--- src/rtl/left_shift_serial.sv ---
// Serial logical left shifter: one bit per cycle, tracks whether any 1 left the MSB.
// Handshaked in/out, at most one request in flight.
module left_shift_serial #(
   parameter int WIDTH = 4,
   parameter int SHW   = 2
) (
   input  logic             clk,
   input  logic             rst_n,
   input  logic             in_valid,
   output logic             in_ready,
   input  logic [WIDTH-1:0] in_data,
   input  logic [SHW-1:0]   k,
   output logic             out_valid,
   input  logic             out_ready,
   output logic [WIDTH-1:0] out_data,
   output logic             lost
);

   typedef enum logic [1:0] {StIdle, StShift, StDone} state_e;

   state_e           state_q, state_d;
   logic [WIDTH-1:0] data_q, data_d;
   logic             lost_q, lost_d;
   logic [SHW-1:0]   cnt_q, cnt_d;

   always_comb begin
      state_d   = state_q;
      data_d    = data_q;
      lost_d    = lost_q;
      cnt_d     = cnt_q;
      in_ready  = 1'b0;
      out_valid = 1'b0;
      unique case (state_q)
         StIdle: begin
            in_ready = 1'b1;
            if (in_valid) begin
               data_d  = in_data;
               lost_d  = 1'b0;
               cnt_d   = k;
               state_d = (k == '0) ? StDone : StShift;
            end
         end
         StShift: begin
            data_d = {data_q[WIDTH-2:0], 1'b0};
            lost_d = lost_q | data_q[WIDTH-1];
            cnt_d  = cnt_q - 1'b1;
            if (cnt_q == SHW'(1)) state_d = StDone;
         end
         StDone: begin
            out_valid = 1'b1;
            if (out_ready) state_d = StIdle;
         end
         default: state_d = StIdle;
      endcase
   end

   always_ff @(posedge clk or negedge rst_n) begin
      if (!rst_n) begin
         state_q <= StIdle;
         data_q  <= '0;
         lost_q  <= 1'b0;
         cnt_q   <= '0;
      end else begin
         state_q <= state_d;
         data_q  <= data_d;
         lost_q  <= lost_d;
         cnt_q   <= cnt_d;
      end
   end

   assign out_data = data_q;
   assign lost     = lost_q;

endmodule

--- config.mk ---
export PLATFORM = sky130hd
export DESIGN_NAME = left_shift_serial
export DESIGN_NICKNAME = d
export VERILOG_FILES = /design/src/rtl/left_shift_serial.sv
export SDC_FILE = /design/constraint.sdc
export NUM_CORES = 1
export LEC_CHECK = 0
export ABC_CLOCK_PERIOD_IN_PS = 1200
export CORE_AREA = 2 2 39 41
export DETAILED_ROUTE_END_ITERATION = 16
export DIE_AREA = 0 0 41 43
export GPL_TIMING_DRIVEN = 1
export PLACE_DENSITY = 0.67
export RECOVER_POWER = 50
export SLEW_MARGIN = 0
export SYNTH_ARGS = -nofsm -noshare
export SYNTH_HDL_FRONTEND = slang
export SYNTH_SLANG_ARGS = --single-unit
--- constraint.sdc ---
create_clock -name clk -period 1.2 [get_ports clk]
set_input_delay 0.18 -clock clk [delete_from_list [all_inputs] [get_ports clk]]
set_output_delay 0.18 -clock clk [all_outputs]
set_load 0.02 [all_outputs]
Word level (Yosys, flattened, before mapping) --
Index checks and enable logic that the tools add are counted.
Word-level totals: bits of input ports 10, logic and storage cells 30, register bits 9, output and inout port bits 7
Operators by class: $add $sub $neg 1, reductions and logical operators 5, bitwise logic cells 1, eq/ne operators 6, muxes and demuxes 13
Operators by type and width (number):
- $mux W2 | 5
- $pmux W4 S2 | 1
- $ne A2 B2 Y1 const B | 3
- $pmux W2 S3 | 1
- $eq A2 B1 Y1 const B | 2
- $logic_not A2 Y1 | 2
- $mux W4 | 1
- $pmux W2 S2 | 1
- $mux W1 | 3
- $reduce_and A3 Y1 | 1
- $eq A2 B2 Y1 const B | 1
- $pmux W1 S2 | 1
- $reduce_and A2 Y1 | 1
- $reduce_bool A2 Y1 | 1
- $sub A2 B1 Y2 const B | 1
- $or A1 B1 Y1 | 1

Depth between registers and ports, before layout --
depth in word-level cells 4, depth in mapped cells 4, depth with buffers taken out 4

Worst setup path after synthesis --
No wires, ideal clock.
path type register -> register, start register state_q[0], end register state_q[1], setup time 0.066 ns, path buffers 1, data arrival time 1.062 ns, cell stages (with the launch flop) 4, required time 1.134 ns, slack 0.072 ns, period minus slack after synthesis 1.128 ns, path through dfrtp_1 > buf_2 > or4_1 > nand2_1
On the way: word-level cells in the longest chain between the ends 3, elaborated cells between the ends (all ways) 8, classes of those cells eq/ne: 5; mux: 1; reduce/logical: 2
Ends and longest elaborated chain:
- from (decl) | line 21 | state_e state_q, state_d;
- from (signal assigned) | line 59 | state_q <= StIdle;
- from (signal assigned) | line 64 | state_q <= state_d;
- $eq A2 B1 Y1 (tied with other cells) | line 33 | unique case (state_q)
- $ne A2 B2 Y1 (no source line)
- $reduce_and A3 Y1 (no source line)
Parallel ways exist; a longest one is shown, timed or not. A chain may end at the register's enable or synchronous reset.

Final worst setup path --
Same ends and word-level chain as after synthesis.

==> impl_metrics.tcl <==
set metrics [dict create \
    status "finished with violations" \
    violations "setup timing" \
    setup_viol 1 \
    cts_max_level 1 \
    slew_viol_final 0 \
    clk-insertion-delay-late_ns 0.27 \
    drtIter0Drc 4 \
    place_inst 91 \
    fill_cells 137 \
    hold_path_class "in -> async" \
    crit_slowest_cell "or4_1" \
    met3_length_um 80 \
    path_max_fanout 5 \
    yosys-top-cells-area "dfrtp_1 (49%), o22ai_1 (11%), a21oi_1 (7.6%), nor2_1 (4.1%), inv_1 (3.3%)" \
    fp.dieArea_um2 1763 \
    power_density_nw_per_um2 2761 \
    cpPeakStageDelay_ns 0.49 \
    finalClockSkew_ns 0.005788 \
    min_period_ns 1.202 \
    dp_hpwl_um 961.9 \
    synth_seq_cells 9 \
    num_io_pins 17 \
    max_cap_viol_count 0 \
    wl_met1_um 604 \
    yosys_warnings 0 \
    routedWlPerCell_um 13.90 \
    max_freq_mhz 832.3 \
    seq_area_frac_synth_pct 49.05 \
    area_growth_pct 70.03 \
    fin_ws_ns -0.001505 \
    drive_above_1_share_pct 30.86 \
    overflow 0 \
    synth_cell_types 18 \
    final_cell_mix "buf_4 (10), dfrtp_1 (8), clkdlybuf4s50_1 (8)" \
    yosys.area.top_type "dfrtp_1" \
    die_x_um 41 \
    nets 93 \
    die_h_um 43 \
    placeableCoreArea_um2 1384 \
    hold_viol 0 \
    worstPathCellList "buf_6 > or4_1 > nand2_1" \
    syn_inst 48 \
    drtAntennaViolNets 0 \
    route.detailed.drc 0 \
    ir_drop_mv 1.042 \
    dr_wl_met2_um 618 \
    cts_tree "built" \
    start_util_pct 33.18 \
    crit_buf_inv 1 \
    period_share_pct 100.1 \
    gp_congestion 0.7874 \
    cts_root_buffer "clkbuf_4" \
    cts.sinks 9 \
    grt_pass1_wl_um 1952 \
    grt_use_total_pct 17.16 \
    row_count 14 \
    syn-mean-instance-area_um2 9.566 \
    cp-start-kind "flip-flop" \
    cp.required_ns 1.41 \
    rsz0062_at_grt "yes" \
    slew_headroom_pct 71.08 \
    antenna_found_initial 0 \
    path_class "reg -> reg" \
    leakage_nw 0.3562 \
    first_global_vias 435 \
    critPathTopFamily "simple AND/OR/NAND/NOR gates" \
    cts_hold_buf 0 \
    mostFrequentLayoutCell "buf_4" \
    vias 506 \
    clockBufferDepth 2 \
    cts_buffers 3 \
    first_pass_iters 4 \
    worstMarginPinSlew_ns 0.4323 \
    io_buffers 16 \
    fin_cells 97 \
    fin_hold_ws_ns 0.2800 \
    endpoint_kind "flip-flop" \
    antennaDiodeCount 0 \
    totalWireLength_um 1348 \
    clk_pin_slew_ns 0.07 \
    grt_max_degree 10 \
    avgViaCountPerCell 5.216 \
    synth_area_um2 459.2 \
    synth_nets 59 \
    arrival_ns 1.41 \
    routed.top_layer "met4" \
    synth_top_area_share_pct 49.05 \
]
[worst register-to-register path, cell delays in order (launching register included)]
cell and delay (ns):
dfrtp_2 0.44, buf_6 0.14, or4_1 0.49, nand2_1 0.07
[metal layers]
layer / GRT usage [%] / up-vias
met1: 23.00 / 229
met4: 12.00 / 0
met2: 22.81 / 21
met3: 4.712 / 5
met5: 0 / -
li1: - / 251
[metrics by stage]
stage	power, mW	setup slack [ns]	setup TNS (ns)	cell area [um^2]	utilization (%)
finish	2.155	-0.001505	-0.001505	780.7	56.42
global route	2.314	-0.04619	-0.1124	780.7	56.42
CTS	2.064	-0.05478	-0.06125	754.5	54.52
detailed placement	1.829	-0.1678	-1.341	724.4	52.35
global placement	1.807	-0.1443	-1.121	724.4	52.35
floorplan	1.222	0.07216	0	459.2	-
[cells by family after synthesis]
group	share of synthesized area (%)
AOI/OAI and AO/OA	25.34
adders and majority gates	2.724
buffers and inverters	4.358
DFF	49.05
muxes	2.452
and+or+nand+nor	16.08
[layout make-up]
class	count	area (um^2)	area share, %
clock buffer	4	26.28	3.365
timing repair buffer	30	265.3	33.97
multi-input combinational	34	227.7	29.17
sequential	9	226.5	29.01
tap	16	20.02	2.564
inverter	4	15.01	1.923
[cell usage after synthesis]
cell / count
or4_1: 1
dfrtp_1: 9
buf_2: 1
and4bb_2: 1
ha_1: 1
o31ai_1: 1
nand2b_1: 1
o22ai_1: 8
nor3b_1: 1
nand2b_4: 1
inv_1: 4
mux2_2: 1
nand2_1: 2
a21oi_1: 7
o21ai_0: 2
a31oi_1: 1
o211ai_1: 1
nor2_1: 5
[state kept, by name (all words and copies together) (netlist names)]
register,count
lost,1
state_q,2
out_data,4
cnt_q,2
[power breakdown]
| group | total (mW) | internal (mW) | switching (mW) |
|---|---|---|---|
| combinational | 1.32 | 0.673 | 0.642 |
| clock | 0.247 | 0.129 | 0.118 |
| sequential | 0.593 | 0.466 | 0.128 |
| total | 2.16 | 1.27 | 0.887 |
[worst paths after layout]
| path | endpoint | startpoint | depth (start not counted) | slack [ns] |
|---|---|---|---|---|
| setup / recovery | state_q[1] | state_q[0] | 3 | -0.002 |
| hold / removal | lost | rst_n | 1 | 0.28 |
| setup reg to reg | state_q[1] | state_q[0] | 3 | -0.002 |
| hold reg to reg | lost | lost | 2 | 0.54 |
| max in group asynchronous | state_q[0] | rst_n | 1 | 0.59 |
| min in group clk | out_data[0] | in_data[0] | 3 | 0.46 |
[repair_timing]
item / 4_1_cts / 5_1_grt
setup buffers: 2 / 0
cloned: 0 / 1
pin swaps: 2 / 1
resized for setup: 17 / 7
endpoints found under the setup margin: 8 / 5
Power figures use the tool's default switching activity.
